$ cat config.mk
export PLATFORM = sky130hd
export DESIGN_NAME = control_unit_flat
export DESIGN_NICKNAME = d
export VERILOG_FILES = /design/src/rtl/control_unit_if.sv /design/src/rtl/control_unit.sv /design/src/flat_wrapper.sv
export SDC_FILE = /design/constraint.sdc
export NUM_CORES = 1
export LEC_CHECK = 0
export ABC_AREA = 1
export CAP_MARGIN = 5
export CORE_ASPECT_RATIO = 1.75
export CORE_MARGIN = 3
export CORE_UTILIZATION = 40
export DETAILED_ROUTE_END_ITERATION = 10
export DONT_BUFFER_PORTS = 1
export PLACE_DENSITY = 0.62
export SYNTH_ARGS = -nofsm -noshare
export SYNTH_HDL_FRONTEND = slang
export SYNTH_SLANG_ARGS = --single-unit
$ cat constraint.sdc
create_clock -name Clock -period 1.45 [get_ports Clock]
set_input_delay 0.2175 -clock Clock [delete_from_list [all_inputs] [get_ports Clock]]
set_output_delay 0.2175 -clock Clock [all_outputs]
set_load 0.02 [all_outputs]
$ cat src/rtl/control_unit_if.sv
// control_unit_if: run/memory/IR inputs and datapath control strobes of the sequencer
interface control_unit_if #(parameter int NREGS = 16, parameter int OPW = 5);
  logic run, mem_ready;
  logic [31:0] IR;
  logic PCout, Zhighout, Zlowout, MDRout, Cout;
  logic MARin, Zin, PCin, MDRin, IRin, Yin, HIin, LOin;
  logic IncPC, Read;
  logic [NREGS-1:0] Rin, Rout;
  logic [OPW-1:0] alu_op;
  logic instr_done, halted;
  modport master(
    input run, mem_ready, IR,
    output PCout, Zhighout, Zlowout, MDRout, Cout, MARin, Zin, PCin, MDRin, IRin,
    Yin, HIin, LOin, IncPC, Read, Rin, Rout, alu_op, instr_done, halted
  );
  modport slave(
    output run, mem_ready, IR,
    input PCout, Zhighout, Zlowout, MDRout, Cout, MARin, Zin, PCin, MDRin, IRin,
    Yin, HIin, LOin, IncPC, Read, Rin, Rout, alu_op, instr_done, halted
  );
endinterface

$ cat src/rtl/control_unit.sv
// control_unit: hardwired Moore fetch/decode/execute sequencer for the CPU datapath
module control_unit #(
  parameter int NREGS = 16,
  parameter int OPW = 5
) (
  input logic Clock,
  input logic clear,
  control_unit_if.master bus
);
  localparam logic [3:0] IDLE = 4'd0, T0 = 4'd1, T1 = 4'd2, T2 = 4'd3, T3 = 4'd4;
  localparam logic [3:0] T4 = 4'd5, T5 = 4'd6, T6 = 4'd7, HALT = 4'd8;
  logic [3:0] state, state_nxt;
  logic [4:0] op;
  logic [3:0] ra, rb, rc, rout_idx;
  logic rr, imm, md, nn, hlt, nop, rout_en, rin_en;
  logic [NREGS-1:0] one;
  logic unused_ir;
  assign op = bus.IR[31:27];
  assign ra = bus.IR[26:23];
  assign rb = bus.IR[22:19];
  assign rc = bus.IR[18:15];
  assign unused_ir = ^bus.IR[14:0];
  assign one = NREGS'(1);
  assign rr = op >= 5'd3 && op <= 5'd11;
  assign imm = op >= 5'd12 && op <= 5'd14;
  assign md = op == 5'd15 || op == 5'd16;
  assign nn = op == 5'd17 || op == 5'd18;
  assign hlt = op == 5'd27;
  assign nop = !(rr || imm || md || nn || hlt);
  // next step of the instruction sequence
  always_comb begin
    state_nxt = state == IDLE ? (bus.run ? T0 : IDLE) :
                state == T0 ? T1 :
                state == T1 ? (bus.mem_ready ? T2 : T1) :
                state == T2 ? T3 :
                state == T3 ? (hlt ? HALT : nop ? IDLE : T4) :
                state == T4 ? (nn ? IDLE : T5) :
                state == T5 ? (md ? T6 : IDLE) :
                state == HALT ? HALT : IDLE;
  end
  // state register; clear low forces IDLE from any state
  always_ff @(posedge Clock) begin
    state <= !clear ? IDLE : state_nxt;
  end
  assign bus.PCout = state == T0;
  assign bus.MARin = state == T0;
  assign bus.IncPC = state == T0;
  assign bus.Zin = state == T0 || (state == T3 && nn) || (state == T4 && (rr || imm || md));
  assign bus.Read = state == T1;
  assign bus.MDRin = state == T1;
  assign bus.MDRout = state == T2;
  assign bus.IRin = state == T2;
  assign bus.Yin = state == T3 && (rr || imm || md);
  assign bus.Cout = state == T4 && imm;
  assign bus.Zlowout = (state == T4 && nn) || (state == T5 && (rr || imm || md));
  assign bus.LOin = state == T5 && md;
  assign bus.Zhighout = state == T6;
  assign bus.HIin = state == T6;
  assign bus.PCin = 1'b0;
  assign bus.halted = state == HALT;
  assign bus.instr_done = (state == T3 && (nop || hlt)) || (state == T4 && nn) ||
                          (state == T5 && (rr || imm)) || state == T6;
  // one-hot register selects; drive and load never overlap in a step
  always_comb begin
    rout_en = (state == T3 && (rr || imm || md || nn)) || (state == T4 && (rr || md));
    rout_idx = state == T3 ? (md ? ra : rb) : (md ? rb : rc);
    rin_en = (state == T4 && nn) || (state == T5 && (rr || imm));
    bus.Rout = rout_en ? one << rout_idx : '0;
    bus.Rin = rin_en ? one << ra : '0;
  end
  // ALU opcode, with immediates mapped onto their register-form operation
  always_comb begin
    bus.alu_op = (state == T3 && nn) || (state == T4 && (rr || md)) ? OPW'(op) :
                 state == T4 && imm ? (op == 5'd12 ? OPW'(5'd3) : op == 5'd13 ? OPW'(5'd5) : OPW'(5'd6)) :
                 '0;
  end
endmodule

$ cat src/flat_wrapper.sv
// flat-port wrapper written by rule: the top's interface ports become plain ports
module control_unit_flat 
#(
  parameter int NREGS = 16,
  parameter int OPW = 5
)
  (Clock, clear, bus_run, bus_mem_ready, bus_IR, bus_PCout, bus_Zhighout, bus_Zlowout, bus_MDRout, bus_Cout, bus_MARin, bus_Zin, bus_PCin, bus_MDRin, bus_IRin, bus_Yin, bus_HIin, bus_LOin, bus_IncPC, bus_Read, bus_Rin, bus_Rout, bus_alu_op, bus_instr_done, bus_halted);
  control_unit_if #(.NREGS(NREGS), .OPW(OPW)) bus_i ();
  input logic Clock;
  input logic clear;
  input wire logic [$bits(bus_i.run)-1:0] bus_run;
  input wire logic [$bits(bus_i.mem_ready)-1:0] bus_mem_ready;
  input wire logic [$bits(bus_i.IR)-1:0] bus_IR;
  output wire logic [$bits(bus_i.PCout)-1:0] bus_PCout;
  output wire logic [$bits(bus_i.Zhighout)-1:0] bus_Zhighout;
  output wire logic [$bits(bus_i.Zlowout)-1:0] bus_Zlowout;
  output wire logic [$bits(bus_i.MDRout)-1:0] bus_MDRout;
  output wire logic [$bits(bus_i.Cout)-1:0] bus_Cout;
  output wire logic [$bits(bus_i.MARin)-1:0] bus_MARin;
  output wire logic [$bits(bus_i.Zin)-1:0] bus_Zin;
  output wire logic [$bits(bus_i.PCin)-1:0] bus_PCin;
  output wire logic [$bits(bus_i.MDRin)-1:0] bus_MDRin;
  output wire logic [$bits(bus_i.IRin)-1:0] bus_IRin;
  output wire logic [$bits(bus_i.Yin)-1:0] bus_Yin;
  output wire logic [$bits(bus_i.HIin)-1:0] bus_HIin;
  output wire logic [$bits(bus_i.LOin)-1:0] bus_LOin;
  output wire logic [$bits(bus_i.IncPC)-1:0] bus_IncPC;
  output wire logic [$bits(bus_i.Read)-1:0] bus_Read;
  output wire logic [$bits(bus_i.Rin)-1:0] bus_Rin;
  output wire logic [$bits(bus_i.Rout)-1:0] bus_Rout;
  output wire logic [$bits(bus_i.alu_op)-1:0] bus_alu_op;
  output wire logic [$bits(bus_i.instr_done)-1:0] bus_instr_done;
  output wire logic [$bits(bus_i.halted)-1:0] bus_halted;
  assign bus_i.run = bus_run;
  assign bus_i.mem_ready = bus_mem_ready;
  assign bus_i.IR = bus_IR;
  assign bus_PCout = bus_i.PCout;
  assign bus_Zhighout = bus_i.Zhighout;
  assign bus_Zlowout = bus_i.Zlowout;
  assign bus_MDRout = bus_i.MDRout;
  assign bus_Cout = bus_i.Cout;
  assign bus_MARin = bus_i.MARin;
  assign bus_Zin = bus_i.Zin;
  assign bus_PCin = bus_i.PCin;
  assign bus_MDRin = bus_i.MDRin;
  assign bus_IRin = bus_i.IRin;
  assign bus_Yin = bus_i.Yin;
  assign bus_HIin = bus_i.HIin;
  assign bus_LOin = bus_i.LOin;
  assign bus_IncPC = bus_i.IncPC;
  assign bus_Read = bus_i.Read;
  assign bus_Rin = bus_i.Rin;
  assign bus_Rout = bus_i.Rout;
  assign bus_alu_op = bus_i.alu_op;
  assign bus_instr_done = bus_i.instr_done;
  assign bus_halted = bus_i.halted;
  control_unit #(.NREGS(NREGS), .OPW(OPW)) u_core (.Clock(Clock), .clear(clear), .bus(bus_i));
endmodule
==> results.py <==
metrics = {
    "grt": {
        "grt_overflow_total": 0,
        "antenna_found_initial": 0,
        "grt_pass1_vias": 1736,
        "grt_first_pass_wirelength_um": 7300,
        "grt_max_degree": 14,
        "track_usage_pct": 26.4,
    },
    "routing": {
        "vias_per_cell": 5.56,
        "wl_per_cell_um": 17.1,
        "vias": 1756,
        "drt_iter0_markers": 73,
        "ant_nets": 0,
        "drc_errors": 0,
        "firstDrtPassIters": 4,
        "routed_wl_um": 5390,
    },
    "synthesis": {
        "synth_cell_types": 28,
        "synth_nets": 255,
        "synth_edf_count": 0,
        "synth_seq_cells": 4,
        "async_flop_share_pct": 0,
        "ys_top_cells_by_area": "nand3_1 18%, nor2_1 16%, nand2_1 15%",
        "syn-cell-area_um2": 1150,
        "synth_most_common_cell": "nor2_1",
        "synthFlopType": "dfxtp_1",
        "avgSynthCellArea_um2": 5.26,
        "yosys.area.top_type": "nand3_1",
        "yosys_warnings": 0,
        "ys_seq_area_share_pct": 6.96,
        "syn_inst": 219,
        "synthTopCellsByCount": "48 x nor2_1, 46 x nand2_1, 42 x nand3_1, 24 x inv_1, 9 x nand2_2",
        "yosys.area.top_type_share_pct": 18.3,
    },
    "power_and_ir_drop": {
        "p_total_w": 0.000702,
        "power_density_nw_per_um2": 306,
        "ir_drop_v": 0.000495,
        "leakage_nw": 1.06,
    },
    "min_path": {
        "holdPathStages": 2,
        "hp-class": "in -> reg",
        "hp-start": "clear",
    },
    "setup_path": {
        "worstPathMaxFanout": 8,
        "crit_chain": "inv_2 -> nor2_4 -> buf_6 -> inv_6 -> nor3_4 -> nand2_2 -> nand2_4 -> nand2_8 -> nor2_2 -> buf_6",
        "timing.critical_path.buf_inv": 4,
        "crit_family": "simple AND/OR/NAND/NOR gates",
        "cp-start-kind": "register",
        "critical_path_required_ns": 1.23,
        "cp-startpoint": "u_core.state[2]$_SDFF_PP0_",
        "crit_cells": 10,
        "crit_slowest_cell": "dfxtp_2",
        "crit_path_frequent_cell": "buf_6",
        "rr_worst_depth": 12,
        "cp-end-kind": "primary output",
        "cpPeakStageDelay_ns": 0.32,
        "critPathKind": "reg -> out",
        "timing.rr.start": "u_core.state[2]$_SDFF_PP0_",
        "worstPathArrival_ns": 1.74,
    },
    "sta": {
        "min_period_over_period_pct": 135,
        "max_slew_margin_pct": 61.5,
        "clock_skew_ns": 0.00610,
        "worstMarginPinSlew_ns": 0.572,
        "post-route-min-period_ns": 1.96,
        "layout_setup_ws_ns": -0.505,
        "fmax_mhz": 511,
        "rsz0062_at_grt": "true",
        "final-hold-violation-count": 0,
        "slew_viol_final": 0,
        "setup_viol": 55,
    },
    "clock_tree": {
        "path_clk_slew_ns": 0.03,
        "cts_tree": "yes",
        "cts_max_level": 1,
        "cts-root-buf": "clkbuf_8",
        "cts.sinks": 4,
        "cts_buffers": 3,
        "holdBufCountCts": 0,
        "clk_path_buf_depth": 2,
        "clock_latency_ns": 0.22,
    },
    "die": {
        "dieArea_um2": 3580,
        "core_area_um2": 2720,
        "initial_utilization_pct": 42.3,
        "placementRows": 25,
        "io_pins": 90,
        "die-height_um": 77.0,
        "die_w_um": 46.6,
    },
    "placed_design": {
        "place.gp.congestion": 0.857,
        "placed_cells": 301,
        "io_buffers": 0,
        "dp_hpwl_um": 3290,
        "place_area_um2": 1720,
    },
    "final_layout": {
        "drive_above_1_share_pct": 62.3,
        "final_net_count": 327,
        "final_cell_area_um2": 2300,
        "largest_registers": "u_core.state (4)",
        "area_growth_pct": 99.7,
        "largest_reg_flops": 4,
        "regMostFlops": "u_core.state",
        "final_core_util_pct": 84.5,
        "fin_cells": 316,
        "antenna_cells": 0,
    },
    "status": {
        "violations": "negative setup slack",
        "status": "finished, violations left",
    },
    "flow_run": {
        "cap_violations": 0,
    },
}
==> logic make-up after synthesis <==
| kind of cell | synth area share, % |
|---|---|
| other | 0.326 |
| buffers and inverters | 17.0 |
| flip-flops | 6.96 |
| AO/OA/AOI/OAI | 5.22 |
| AND/OR/NAND/NOR | 70.5 |
==> worst paths after layout <==
path / end / slack (ns)
worst max-delay path: bus_Rin[13] / -0.51
worst min-delay path: u_core.state[2]$_SDFF_PP0_ / 0.14
worst max register to register: u_core.state[2]$_SDFF_PP0_ / -0.19
worst min register to register: u_core.state[1]$_SDFF_PP0_ / 0.85
==> power by group <==
group / switching (W) / total [W] / internal (W)
Combinational: 0.000216 / 0.000340 / 0.000124
Clock: 0.0000645 / 0.000242 / 0.000178
Sequential: 0.00000363 / 0.000121 / 0.000117
Total: 0.000284 / 0.000702 / 0.000419
==> cell usage in the layout (no fill, tap or decap), types with 7 or more instances in the layout <==
cell     count
nor2_4      18
nand3_2     13
nand3_1     31
buf_4       45
nand2_1     38
nor2_1      16
inv_1       16
nor2_2      17
nand2_4      7
buf_6       31
nand2_2     10
==> area by class of cell <==
type | instances | area, um^2
Multi-Input combinational cell | 178 | 1300
Timing Repair Buffer | 78 | 727
Fill cell | 165 | 423
Inverter | 26 | 115
Sequential cell | 4 | 85.1
Clock buffer | 3 | 41.3
Tap cell | 27 | 33.8
==> timing repair <==
item	CTS	global route
setup endpoints to repair	53	56
gates resized for setup	51	64
gates cloned	0	0
buffers inserted	7	6
pin swaps	25	21
hold endpoints to repair	0	0
==> per-layer routing <==
| metal | vias up | share of wire (%) | track usage, % |
|---|---|---|---|
| li1 | 836 | - | - |
| met1 | 823 | 31 | 23.5 |
| met2 | 76 | 59 | 51.4 |
| met3 | 21 | 5.2 | 4.69 |
| met4 | 0 | 4.3 | 11.4 |
| met5 | - | 0 | 0 |
==> per-stage QoR <==
stage	setup WS [ns]	hold WS (ns)	setup TNS (ns)
after global routing	-0.551	0.158	-24.23
final	-0.505	0.140	-21.19
after floorplan	-0.173	0.315	-5.09
after detailed placement	-0.311	0.343	-8.94
after global placement	-0.296	0.341	-8.34
after CTS	-0.420	0.120	-17.04
Power figures use the tool's default switching activity.
